**config.mk**
```make
export PLATFORM = sky130hd
export DESIGN_NAME = vedic_mult_seq
export DESIGN_NICKNAME = d
export VERILOG_FILES = /design/src/rtl/vedic_mult_seq.sv
export SDC_FILE = /design/constraint.sdc
export NUM_CORES = 1
export LEC_CHECK = 0
export CORE_MARGIN = 3
export CORE_UTILIZATION = 47
export CTS_CLUSTER_SIZE = 8
export DETAILED_ROUTE_END_ITERATION = 8
export GPL_ROUTABILITY_DRIVEN = 0
export PLACE_DENSITY = 0.68
export SETUP_SLACK_MARGIN = 0.05
export SLEW_MARGIN = 20
export SYNTH_ARGS = -nofsm -noshare
export SYNTH_HDL_FRONTEND = slang
export SYNTH_SLANG_ARGS = --single-unit
```
**constraint.sdc**
```tcl
create_clock -name clk -period 4.6 [get_ports clk]
set_input_delay 0.46 -clock clk [delete_from_list [all_inputs] [get_ports clk]]
set_output_delay 0.46 -clock clk [all_outputs]
set_load 0.02 [all_outputs]
```
**src/rtl/vedic_mult_seq.sv**
```systemverilog
// Sequential unsigned multiplier built around a single 2x2 Vedic cell.
// Each operand is split into WIDTH/2 two-bit digits; one digit pair is
// multiplied per RUN cycle and the shifted partial product is summed into
// a 2*WIDTH accumulator, so a full product takes (WIDTH/2)^2 cycles.
// Optional build macro: VEDIC_SEQ_ZERO_SKIP_EN. When it is defined, a zero
// operand finishes straight away with a zero product.

// 2x2 Vedic (Urdhva Tiryagbhyam) cell: vertical and crosswise bit products.
module vedic_multu2 (
  input  logic [1:0] a,
  input  logic [1:0] b,
  output logic [3:0] p
);

  logic cross_carry;

  assign cross_carry = a[1] & b[0] & a[0] & b[1];
  assign p[0] = a[0] & b[0];
  assign p[1] = (a[1] & b[0]) ^ (a[0] & b[1]);
  assign p[2] = (a[1] & b[1]) ^ cross_carry;
  assign p[3] = a[1] & b[1] & cross_carry;

endmodule

module vedic_mult_seq #(
  parameter int WIDTH = 8
) (
  input  logic                 clk,
  input  logic                 rst,
  input  logic [WIDTH-1:0]     a,
  input  logic [WIDTH-1:0]     b,
  input  logic                 in_valid,
  output logic                 in_ready,
  output logic [2*WIDTH-1:0]   product,
  output logic                 out_valid,
  input  logic                 out_ready,
  output logic                 busy
);

  localparam int D     = WIDTH / 2;
  localparam int STEPS = D * D;
  localparam int KW    = $clog2(STEPS);
  localparam int IW    = $clog2(D);

  localparam logic [KW-1:0] K_LAST = KW'(STEPS - 1);
  localparam logic [IW-1:0] D_LAST = IW'(D - 1);

  typedef enum logic [1:0] {
    IDLE,
    RUN,
    DONE
  } state_t;

  state_t               state;
  logic [WIDTH-1:0]     a_reg;
  logic [WIDTH-1:0]     b_reg;
  logic [2*WIDTH-1:0]   acc;
  logic [KW-1:0]        k;
  // di/dj track k/D and k%D incrementally so no divider is needed when D
  // is not a power of two.
  logic [IW-1:0]        di;
  logic [IW-1:0]        dj;

  logic [1:0]           a_dig;
  logic [1:0]           b_dig;
  logic [3:0]           cell_p;
  logic [IW:0]          dig_sum;
  logic [2*WIDTH-1:0]   term;
  logic [2*WIDTH-1:0]   acc_next;

  // Digit selection and partial-product alignment for the current step.
  assign a_dig    = 2'(a_reg >> {di, 1'b0});
  assign b_dig    = 2'(b_reg >> {dj, 1'b0});
  assign dig_sum  = {1'b0, di} + {1'b0, dj};
  assign term     = (2*WIDTH)'(cell_p) << {dig_sum, 1'b0};
  // The true sum never exceeds a*b < 2^(2*WIDTH), so dropping the carry is exact.
  assign acc_next = acc + term;

  vedic_multu2 u_cell (
    .a (a_dig),
    .b (b_dig),
    .p (cell_p)
  );

  // Control FSM with registered handshake outputs and the datapath registers.
  // NOTE: every register here is assigned with <= so all of them sample the
  // pre-edge values; mixing in = would make results depend on statement order.
  always_ff @(posedge clk or posedge rst) begin
    if (rst) begin
      state     <= IDLE;
      a_reg     <= '0;
      b_reg     <= '0;
      acc       <= '0;
      k         <= '0;
      di        <= '0;
      dj        <= '0;
      product   <= '0;
      in_ready  <= 1'b1;
      busy      <= 1'b0;
      out_valid <= 1'b0;
    end else begin
      case (state)
        IDLE: begin
          if (in_valid) begin
            a_reg <= a;
            b_reg <= b;
            acc   <= '0;
            k     <= '0;
            di    <= '0;
            dj    <= '0;
`ifdef VEDIC_SEQ_ZERO_SKIP_EN
            if ((a == '0) || (b == '0)) begin
              state     <= DONE;
              product   <= '0;
              in_ready  <= 1'b0;
              out_valid <= 1'b1;
            end else begin
              state    <= RUN;
              in_ready <= 1'b0;
              busy     <= 1'b1;
            end
`else
            state    <= RUN;
            in_ready <= 1'b0;
            busy     <= 1'b1;
`endif
          end
        end

        RUN: begin
          acc <= acc_next;
          k   <= k + 1'b1;
          if (dj == D_LAST) begin
            dj <= '0;
            di <= di + 1'b1;
          end else begin
            dj <= dj + 1'b1;
          end
          if (k == K_LAST) begin
            state     <= DONE;
            product   <= acc_next;
            busy      <= 1'b0;
            out_valid <= 1'b1;
          end
        end

        DONE: begin
          // Returning to IDLE costs one edge, so new operands can only be
          // accepted on the following edge.
          if (out_ready) begin
            state     <= IDLE;
            out_valid <= 1'b0;
            in_ready  <= 1'b1;
          end
        end

        default: begin
          state     <= IDLE;
          in_ready  <= 1'b1;
          busy      <= 1'b0;
          out_valid <= 1'b0;
        end
      endcase
    end
  end

endmodule

```
==> flow_summary.yaml <==
run_status:
  status: "completed"
grt:
  gr-total-overflow: 0
  grt_max_degree: 62
  grt_pass1_vias: 2544
  antenna_found_initial: 0
  grt_use_total: 0.178
  grt_pass1_wl_mm: 11.9
die:
  initial_core_util: 0.490
  die_area_mm2: 0.00826
  fp.dieW_um: 90.9
  rows: 30
  dieHeight_um: 90.9
  coreArea_mm2: 0.00691
  ios: 39
clocking:
  cts_hold_buf: 0
  cts_setup_buffers: 0
  clock-sinks: 61
  clk_latency_ps: 340
  cts_root_buffer: "clkbuf_8"
  htree_levels: 3
  clk_pin_slew_worst_paths_ps: 60
  clk_path_buf_depth: 2
  cts_tree: "built"
  cts_buffers: 9
  post_cts_resized: 0
logic_synthesis:
  synth_cell_type_count: 45
  synth-main-ff-cell: "dfrtp_1"
  syn_nets: 385
  synthSimpleGateAreaFrac: 0.147
  synth_compound_area_frac: 0.154
  synth_xor_area_frac: 0.0388
  ys_warn_count: 0
  synth_fa_ha_area_frac: 0.0857
  synth_mux_area_frac: 0.0931
  avgSynthCellArea_um2: 9.87
  synthCells: 343
  seq_area_frac_synth: 0.451
  synthArstFlopShare: 1.00
  synth-seq-cells: 61
  synth_edf_count: 0
  synth_top_family_by_area: "compound AO/OA/AOI/OAI gates"
  syn_area_mm2: 0.00339
drt:
  via_count: 2596
  drt_iter0_drc: 81
  routed_wl_mm: 6.80
  ant_nets: 0
  wire_per_inst_um: 14.2
  remaining_drc_errors: 0
  viasPerCell: 5.43
  dr.pass1.iters: 4
critical_path:
  crit_arrival_ps: 4450
  path_cells: "mux4_2 > and2_1 > nor2b_1 > ha_1 > a21oi_1 > nor3_1 > ha_1 > a21o_1 > a21oi_1 > o21ai_1 > a41oi_1 > o221ai_1 > or3_1 > nand3_1"
  startpoint_type: "register"
  endpoint_kind: "register"
  cp_max_fo: 7
  critPathMaxStageDelay_ps: 560
  crit_slowest_cell: "mux4_2"
  cp.required_ps: 4870
  worstSetupPathType: "register to register"
run:
  cap_violations: 0
layout:
  reg_top3: "acc: 16 flops, product: 16 flops"
  num_antenna_cells: 0
  fin_nets: 420
  drive_above_1_share: 0.0681
  syn2layout_area_growth_pct: 18.5
worst_hold_path:
  hp-class: "register to register"
sta:
  post-route-period-util: 0.908
  hold_viol: 0
  rsz0062_at_grt: "no"
  maxSlewViolCount: 0
  fin_worst_skew_ps: 5.30
  setup-violations-final: 0
  tightest_slew_ps: 830
  max_clock_freq_mhz: 239
  post-route-min-period_ps: 4180
  setup_tns_ps: 0
  whs_ps: 467
  slew_headroom: 0.445
power:
  max-vdd-ir-drop_mv: 0.432
  p_leak_nw: 1.77
  p_per_area_mw_per_mm2: 782
placement:
  place_hpwl_mm: 4.88
  port_buffers: 38
-- per-stage QoR --
stage	setup slack [ps]	cell area, µm²	utilization	instances	total power [mW]
after floorplan	858	3390	-	343	2.27
after global placement	599	3850	0.557	463	2.68
after detailed placement	456	3850	0.557	463	2.73
after CTS	417	4010	0.580	478	3.15
after global routing	116	4010	0.581	478	3.41
final	423	4010	0.581	478	3.14
-- critical path: cells and delay by family (launching register included) --
kind / cells / cell delay [ps]
fa+ha+maj: 2 / 660
compound gates: 6 / 1520
flops: 1 / 500
simple gates: 5 / 880
mux: 1 / 560
-- power breakdown --
part / internal (mW) / switching (mW) / leakage (nW)
clock: 0.206 / 0.194 / 0.0833
sequential: 0.787 / 0.172 / 0.755
combinational: 0.773 / 1.00 / 0.929
-- cells in the mapped netlist, drive strengths merged (3+ instances only) --
| library cell | instances | area (µm²) |
|---|---|---|
| inv | 10 | 37.5 |
| mux4 | 4 | 90.1 |
| or3 | 3 | 18.8 |
| dfrtp | 60 | 1500 |
| xor2 | 4 | 35.0 |
| xnor2 | 11 | 96.3 |
| clkbuf | 13 | 48.8 |
| a31oi | 4 | 25.0 |
| nand2 | 53 | 199 |
| nand3 | 7 | 35.0 |
| mux2 | 20 | 225 |
| nor3 | 5 | 25.0 |
| a21o | 7 | 52.6 |
| nor2 | 18 | 67.6 |
| buf | 4 | 15.0 |
| ha | 20 | 250 |
| o22ai | 10 | 62.6 |
| o21bai | 4 | 30.0 |
| o21ai | 34 | 170 |
| nor2b | 7 | 43.8 |
| nand4 | 4 | 25.0 |
| nand2b | 6 | 37.5 |
| a21oi | 10 | 50.1 |
-- cell usage in the layout (no fill, tap or decap), types with 2 or more instances in the layout --
cell type and instances:
nand2b_1 5, fa_1 2, dfrtp_1 60, clkbuf_1 3, o21ai_0 4, o21ai_1 30, inv_1 9, o221ai_1 2
nand3_1 7, a21oi_1 10, ha_1 20, nand2_1 53, nor2b_2 2, xnor2_1 11, xor2_1 4, nor2b_1 5
and3_1 2, clkinv_2 2, o31ai_1 2, a21o_1 7, buf_4 3, mux4_2 4, o22ai_1 10, clkdlybuf4s50_1 38
clkbuf_8 10, nor3_1 5, mux2_1 19, or3_1 3, o21bai_1 4, a31oi_1 4, nand4_1 4, a41oi_1 2
nor2_1 18
-- layout make-up --
class / instances / area, µm²
clock inverter: 2 / 10.0
fill: 647 / 2900
clock buffer: 13 / 149
sequential: 61 / 1530
timing repair buffer: 41 / 403
multi-input combinational: 255 / 1760
inverter: 10 / 37.5
tap: 96 / 120
-- path summary, 6_finish.rpt --
check / start / end / slack [ps] / cells past startpoint
worst max-delay path: di[0] / product[14] / 420 / 14
worst min-delay path: k[3] / k[3] / 470 / 1
worst max register to register: di[0] / product[14] / 420 / 14
worst min register to register: k[3] / k[3] / 470 / 1
max in group asynchronous: rst / acc[1] / 3450 / 3
min in group asynchronous: rst / busy / 650 / 3
-- kinds of logic (layout without fill, tap and decap cells) --
kind of cell,count (synthesis),after routing
simple gates,110,110
fa+ha+maj,22,22
xor+xnor,15,15
buf+inv,27,66
flops,61,61
mux,24,24
compound gates,84,84
-- per-layer routing --
| layer | vias to the layer above | part of all wire | global-route usage | wire length, µm |
|---|---|---|---|---|
| met2 | 40 | 0.46 | 0.287 | 3130 |
| met5 | - | 0 | 0 | 0 |
| met1 | 1251 | 0.49 | 0.236 | 3360 |
| met4 | 0 | 0.015 | 0.0641 | 104 |
| met3 | 10 | 0.031 | 0.0383 | 208 |
| li1 | 1295 | - | - | - |
No activity file was read; power rests on OpenSTA's default activity.
